### config.mk
export PLATFORM = sky130hd
export DESIGN_NAME = traceback_engine
export DESIGN_NICKNAME = d
export VERILOG_FILES = /design/src/rtl/traceback_engine_pkg.sv /design/src/rtl/traceback_engine_dir_unpack.sv /design/src/rtl/traceback_engine.sv
export SDC_FILE = /design/constraint.sdc
export NUM_CORES = 1
export LEC_CHECK = 0
export BUFFER_PORTS_ARGS = -buffer_cell sky130_fd_sc_hd__buf_2
export CORE_ASPECT_RATIO = 0.7
export CORE_UTILIZATION = 58
export DETAILED_ROUTE_END_ITERATION = 16
export GPL_ROUTABILITY_DRIVEN = 0
export HOLD_SLACK_MARGIN = 0.15
export MAX_ROUTING_LAYER = met4
export PLACE_DENSITY = 0.81
export SLEW_MARGIN = 20
export SYNTH_ARGS = -nofsm -noshare
export SYNTH_HDL_FRONTEND = slang
export SYNTH_SLANG_ARGS = --single-unit
### constraint.sdc
create_clock -name clk -period 8.9 [get_ports clk]
set_input_delay 1.78 -clock clk [delete_from_list [all_inputs] [get_ports clk]]
set_output_delay 1.78 -clock clk [all_outputs]
set_load 0.02 [all_outputs]
### src/rtl/traceback_engine_pkg.sv
// Shared definitions for the direction-RAM traceback reader: code field layout,
// H-source and op encodings, and the lane-extract helper shared with the PE writer.
package traceback_engine_pkg;

  localparam int DIR_W          = 5;
  localparam int CODES_PER_WORD = 16;
  localparam int WORD_W         = DIR_W * CODES_PER_WORD;
  localparam int STEP_W         = 13;

  localparam int SRC_MSB  = 2;
  localparam int SRC_LSB  = 0;
  localparam int HEXT_BIT = 3;
  localparam int VEXT_BIT = 4;

  typedef enum logic [2:0] {
    SRC_STOP  = 3'd0,
    SRC_DIAG  = 3'd1,
    SRC_E     = 3'd2,
    SRC_E_HAT = 3'd3,
    SRC_F     = 3'd4,
    SRC_F_HAT = 3'd5
  } h_src_e;

  typedef enum logic [1:0] {
    OP_M = 2'b00,
    OP_I = 2'b01,
    OP_D = 2'b10
  } op_code_e;

  typedef enum logic [1:0] {
    MODE_H  = 2'd0,
    MODE_HG = 2'd1,
    MODE_VG = 2'd2
  } tb_mode_e;

  typedef enum logic [2:0] {
    S_IDLE   = 3'd0,
    S_CHECK  = 3'd1,
    S_ISSUE  = 3'd2,
    S_RESP   = 3'd3,
    S_DECODE = 3'd4,
    S_EMIT   = 3'd5,
    S_DONE   = 3'd6
  } tb_state_e;

  // Lane 0 sits in the most significant code slot of the word.
  function automatic logic [DIR_W-1:0] dir_lane_extract(input logic [WORD_W-1:0] word,
                                                        input logic [3:0]        lane);
    dir_lane_extract = word[(CODES_PER_WORD - int'(lane)) * DIR_W - 1 -: DIR_W];
  endfunction

endpackage

### src/rtl/traceback_engine_dir_unpack.sv
// Combinational unpack of one 5-bit direction code from an 80-bit direction-RAM word.
module traceback_engine_dir_unpack
  import traceback_engine_pkg::*;
(
  input  logic [WORD_W-1:0] word_i,
  input  logic [3:0]        lane_i,
  output logic [DIR_W-1:0]  code_o
);

  assign code_o = dir_lane_extract(word_i, lane_i);

endmodule

### src/rtl/traceback_engine.sv
// Walks stored direction codes back from the end cell and streams alignment ops
// (end-to-start order) over a valid/ready port.
module traceback_engine
  import traceback_engine_pkg::*;
#(
  parameter int N             = 64,
  parameter int ADDRESS_WIDTH = 11,
  parameter int MEM_BLK_W     = 6,
  parameter int MAX_STEPS     = 4096
)(
  input  logic                     clk,
  input  logic                     reset_i,
  input  logic                     start,
  input  logic [ADDRESS_WIDTH-1:0] tb_x,
  input  logic [ADDRESS_WIDTH-1:0] tb_y,
  output logic [ADDRESS_WIDTH-1:0] column_num,
  output logic [MEM_BLK_W-1:0]     mem_block_num,
  input  logic [WORD_W-1:0]        column_k0,
  input  logic [WORD_W-1:0]        column_k1,
  output logic                     op_valid,
  input  logic                     op_ready,
  output logic [1:0]               op_code,
  output logic                     op_last,
  output logic                     busy,
  output logic                     done,
  output logic                     err
);

  localparam logic [ADDRESS_WIDTH-1:0] ROW_LIMIT = ADDRESS_WIDTH'(N);
  localparam logic [STEP_W-1:0]        STEP_LIMIT = STEP_W'(MAX_STEPS);
  localparam logic [ADDRESS_WIDTH-1:0] ONE_A = ADDRESS_WIDTH'(1);

  tb_state_e                state_q, state_d;
  tb_mode_e                 mode_q, mode_d;
  logic [ADDRESS_WIDTH-1:0] row_q, row_d;
  logic [ADDRESS_WIDTH-1:0] col_q, col_d;
  logic [STEP_W-1:0]        step_q, step_d;
  logic [WORD_W-1:0]        word_q, word_d;
  logic [WORD_W-1:0]        k1_q, k1_d;
  logic                     reuse_q, reuse_d;
  logic [ADDRESS_WIDTH-1:0] col_addr_q, col_addr_d;
  logic [MEM_BLK_W-1:0]     blk_addr_q, blk_addr_d;
  logic                     op_valid_q, op_valid_d;
  logic [1:0]               op_code_q, op_code_d;
  logic                     op_last_q, op_last_d;
  logic                     busy_q, busy_d;
  logic                     done_q, done_d;
  logic                     err_q, err_d;

  logic [ADDRESS_WIDTH-1:0] row_m1_s;
  logic [DIR_W-1:0]         code_s;
  logic [2:0]               src_s;

  assign row_m1_s = row_q - ONE_A;
  assign src_s    = code_s[SRC_MSB:SRC_LSB];

  traceback_engine_dir_unpack u_unpack (
    .word_i (word_q),
    .lane_i (row_m1_s[3:0]),
    .code_o (code_s)
  );

  // State and datapath registers
  always_ff @(posedge clk or posedge reset_i) begin
    if (reset_i) begin
      state_q    <= S_IDLE;
      mode_q     <= MODE_H;
      row_q      <= '0;
      col_q      <= '0;
      step_q     <= '0;
      word_q     <= '0;
      k1_q       <= '0;
      reuse_q    <= 1'b0;
      col_addr_q <= '0;
      blk_addr_q <= '0;
      op_valid_q <= 1'b0;
      op_code_q  <= 2'b00;
      op_last_q  <= 1'b0;
      busy_q     <= 1'b0;
      done_q     <= 1'b0;
      err_q      <= 1'b0;
    end else begin
      state_q    <= state_d;
      mode_q     <= mode_d;
      row_q      <= row_d;
      col_q      <= col_d;
      step_q     <= step_d;
      word_q     <= word_d;
      k1_q       <= k1_d;
      reuse_q    <= reuse_d;
      col_addr_q <= col_addr_d;
      blk_addr_q <= blk_addr_d;
      op_valid_q <= op_valid_d;
      op_code_q  <= op_code_d;
      op_last_q  <= op_last_d;
      busy_q     <= busy_d;
      done_q     <= done_d;
      err_q      <= err_d;
    end
  end

  // Walk FSM: next state, counters, read address and registered op outputs
  always_comb begin
    state_d    = state_q;
    mode_d     = mode_q;
    row_d      = row_q;
    col_d      = col_q;
    step_d     = step_q;
    word_d     = word_q;
    k1_d       = k1_q;
    reuse_d    = reuse_q;
    col_addr_d = col_addr_q;
    blk_addr_d = blk_addr_q;
    op_valid_d = op_valid_q;
    op_code_d  = op_code_q;
    op_last_d  = op_last_q;
    err_d      = err_q;

    case (state_q)
      S_IDLE: begin
        if (start) begin
          row_d   = tb_y;
          col_d   = tb_x;
          step_d  = '0;
          mode_d  = MODE_H;
          reuse_d = 1'b0;
          err_d   = 1'b0;
          state_d = S_CHECK;
        end else begin
          state_d = S_IDLE;
        end
      end

      S_CHECK: begin
        if (row_q == '0 || col_q == '0) begin
          state_d = S_DONE;
        end else if (row_q > ROW_LIMIT || step_q == STEP_LIMIT) begin
          // A row beyond the array depth has no stored codes; abort like a runaway walk.
          err_d   = 1'b1;
          state_d = S_DONE;
        end else if (reuse_q) begin
          word_d  = k1_q;
          reuse_d = 1'b0;
          state_d = S_DECODE;
        end else begin
          col_addr_d = col_q - ONE_A;
          blk_addr_d = MEM_BLK_W'(row_m1_s >> 4);
          state_d    = S_ISSUE;
        end
      end

      S_ISSUE: begin
        state_d = S_RESP;
      end

      S_RESP: begin
        word_d  = column_k0;
        k1_d    = column_k1;
        state_d = S_DECODE;
      end

      S_DECODE: begin
        case (mode_q)
          MODE_H: begin
            case (src_s)
              SRC_DIAG: begin
                row_d      = row_q - ONE_A;
                col_d      = col_q - ONE_A;
                op_valid_d = 1'b1;
                op_code_d  = OP_M;
                op_last_d  = (row_q == ONE_A) || (col_q == ONE_A);
                state_d    = S_EMIT;
              end
              SRC_E, SRC_E_HAT: begin
                mode_d = MODE_HG;
              end
              SRC_F, SRC_F_HAT: begin
                mode_d = MODE_VG;
              end
              default: begin
                state_d = S_DONE;
              end
            endcase
          end
          MODE_HG: begin
            col_d      = col_q - ONE_A;
            op_valid_d = 1'b1;
            op_code_d  = OP_D;
            op_last_d  = (col_q == ONE_A);
            mode_d     = code_s[HEXT_BIT] ? MODE_HG : MODE_H;
            state_d    = S_EMIT;
          end
          MODE_VG: begin
            // Leaving the top lane of a block: the block below is already in the k1 shadow.
            row_d      = row_q - ONE_A;
            op_valid_d = 1'b1;
            op_code_d  = OP_I;
            op_last_d  = (row_q == ONE_A);
            mode_d     = code_s[VEXT_BIT] ? MODE_VG : MODE_H;
            reuse_d    = (row_q[3:0] == 4'd1);
            state_d    = S_EMIT;
          end
          default: begin
            mode_d  = MODE_H;
            state_d = S_DONE;
          end
        endcase
      end

      S_EMIT: begin
        if (op_ready) begin
          op_valid_d = 1'b0;
          op_code_d  = 2'b00;
          op_last_d  = 1'b0;
          step_d     = step_q + STEP_W'(1);
          state_d    = S_CHECK;
        end else begin
          state_d = S_EMIT;
        end
      end

      S_DONE: begin
        state_d = S_IDLE;
      end

      default: begin
        state_d = S_IDLE;
      end
    endcase

    busy_d = (state_d != S_IDLE) && (state_d != S_DONE);
    done_d = (state_d == S_DONE);
  end

  assign column_num    = col_addr_q;
  assign mem_block_num = blk_addr_q;
  assign op_valid      = op_valid_q;
  assign op_code       = op_code_q;
  assign op_last       = op_last_q;
  assign busy          = busy_q;
  assign done          = done_q;
  assign err           = err_q;

endmodule

==> impl_metrics.ini <==
[hold_path]
min_path_type = flop to flop

[timing]
drv_slew = 0
fin_crit_ns = 6.354
max_clock_freq_mhz = 157.4
worst_pin_slew_ns = 1.044
post-route-period-util_pct = 71.39
worst_clock_skew_ns = 0.01165
rsz0062_at_grt = false
maxSlewHeadroom_pct = 30.40
tns_ns = 0
final_hold_viol_count = 0
finalSetupViolCount = 0

[clock_network]
clk-insertion-delay-late_ns = 0.52
htree_levels = 1
post-cts-setup-buffers = 0
numClockSinks = 225
post_cts_resized = 0
hold_buffers = 0
cts-root-buf = clkbuf_16
cts_tree = done
clk_path_buf_depth = 3
clk_pin_slew_ns = 0.07
numCtsBuffers = 23

[layout]
final_cell_mix = 224 x dfrtp_1, 209 x buf_2, 137 x nand2_1, 123 x o21ai_0, 108 x mux2i_1
drive_gt1_share_pct = 31.63
layout_commonest_cell = dfrtp_1
fill_cells = 1722
syn_to_final_growth_pct = 14.11
final_area_sq_um = 15780
antenna_cells = 0
fin_nets = 1643

[drt]
drcViolationCount = 0
postRouteAntennaNets = 0
drt_pre_antenna_iters = 6
wl_um = 32920
vias = 10950
via_per_inst = 6.223
dr.first_iter.drc_count = 1177
wire_per_inst_um = 18.70

[logic_synthesis]
synth_top_cell_by_area = dfrtp_1
synth_edf_count = 0
ys_seq_elements = 225
synthArstFlopShare_pct = 100.0
syn_area_per_cell_sq_um = 10.85
ys_seq_area_share_pct = 40.71
synth_top_area_share_pct = 40.71
synth_fp_nets = 1487
synth-main-ff-cell = dfrtp_1
synth.area.top_cells = dfrtp_1 41%, mux4_2 11%, mux2i_1 7.8%
synthCells = 1275
synthesis.area_sq_um = 13830
ys_warn_count = 0
synth.distinct_cells = 85

[global_routing]
grt_pass1_vias = 10660
antenna_found_initial = 0
grt_pass1_wl_um = 54300
grt_util_all_layers_pct = 27.85
grt_max_degree = 151
overflow = 0

[floorplanning]
die-area_sq_um = 24480
row_count = 46
ios = 210
start_util_pct = 60.08
coreArea_sq_um = 23020
die_w_um = 186.6
fp.dieH_um = 131.2

[job]
max-cap-violations = 0

[setup_path]
crit_required_ns = 9.31
cp_cell_sequence = inv_1 -> ha_4 -> buf_4 -> nand3_1 -> nand2_1 -> xnor2_1 -> inv_1 -> ha_1 -> ha_1 -> ha_1 -> o21ai_1 -> nor3b_1 -> a2111oi_0 -> nand2_1 -> a31oi_1 -> a2bb2oi_1 -> nand2_1 -> or3_4 -> a41o_1 -> mux2_4
crit_path_top_delay_cell = buf_4
critical_path_arrival_ns = 6.76
critical-path-max-stage-delay_ns = 0.72
path_class = flop to flop
cp-end-kind = flop
path_max_fanout = 75
critical_path.top_delay_family = compound AO/OA/AOI/OAI gates
crit_buf_inv = 3
cp-start-kind = flop

[placement]
placed_area_sq_um = 14960
hpwl_um = 22690
portBuffers = 209

[status]
status = finished clean
[path summary, 6_finish.rpt]
check | from | to | slack (ns) | depth (start not counted)
worst max-delay path | row_q[0] | mode_q[0] | 2.55 | 20
worst min-delay path | mem_block_num[3] | mem_block_num[3] | 0.49 | 1
worst max register to register | row_q[0] | mode_q[0] | 2.55 | 20
worst min register to register | mem_block_num[3] | mem_block_num[3] | 0.49 | 1
max in group asynchronous | reset_i | k1_q[49] | 6.06 | 3
min in group asynchronous | reset_i | mem_block_num[5] | 1.40 | 2
[sequential cells by signal, summed over array words and instances (netlist names), 2 cells and up]
register / flops
column_num: 11
word_q: 80
op_code: 2
row_q: 11
mem_block_num: 6
k1_q: 80
mode_q: 2
col_q: 11
state_q: 3
step_q: 13
[synthesized netlist by cell type (all sizes together), types with 25 or more instances]
master / n
nand2: 141
ha: 25
nor2: 58
mux2i: 108
o21ai: 128
clkbuf: 52
mux2: 91
a21oi: 52
dfrtp: 225
buf: 38
mux4: 69
nand3: 38
[cell families after synthesis]
logic type / synth area share, %
buffers and inverters: 3.899
AO/OA/AOI/OAI: 12.78
multiplexers: 26.49
AND/OR/NAND/NOR: 11.65
adder cells (fa/ha/maj): 2.406
XOR/XNOR: 2.071
flip-flops: 40.71
[through the flow]
| step | cells | util, % | setup WS, ns | hold WS [ns] |
|---|---|---|---|---|
| final | 1760 | 68.56 | 2.546 | 0.4863 |
| after global routing | 1760 | 68.56 | 2.053 | 0.5074 |
| after CTS | 1760 | 68.54 | 2.536 | 0.4938 |
| after detailed placement | 1718 | 64.98 | 2.523 | 0.4802 |
| after global placement | 1718 | 64.98 | 2.796 | 0.4699 |
| after floorplan | 1275 | - | 0.9572 | 0.4656 |
[metal layers]
layer  routed length [um]  vias up  part of all wire [%]  track usage, %
met5                    0        -                     0               -
met4                  599        0                   1.8           5.829
met3                 2523       60                   7.7           4.594
met2                14590      496                    44           41.02
met1                15200     5348                    46           40.77
li1                     -     5048                     -               -
[area by class of cell]
| class | instances | area, sq um | share of cell area [%] |
|---|---|---|---|
| Multi-Input combinational cell | 936 | 7702 | 48.80 |
| Sequential cell | 225 | 5634 | 35.70 |
| Timing Repair Buffer | 221 | 1136 | 7.198 |
| Clock buffer | 31 | 675.6 | 4.281 |
| Tap cell | 312 | 390.4 | 2.473 |
| Clock inverter | 11 | 142.6 | 0.9037 |
| Inverter | 24 | 102.6 | 0.6500 |
[worst register-to-register path: cells and delay by family (launching register included)]
kind | cells | cell delay [ns]
compound gates | 5 | 1.49
mux | 1 | 0.30
flops | 1 | 0.54
simple gates | 6 | 1.26
fa+ha+maj | 4 | 1.22
buf+inv | 3 | 1.29
xor+xnor | 1 | 0.16
Power is not shown: default switching activity piles up to over one toggle a cycle in this logic, so the estimate is an artifact.
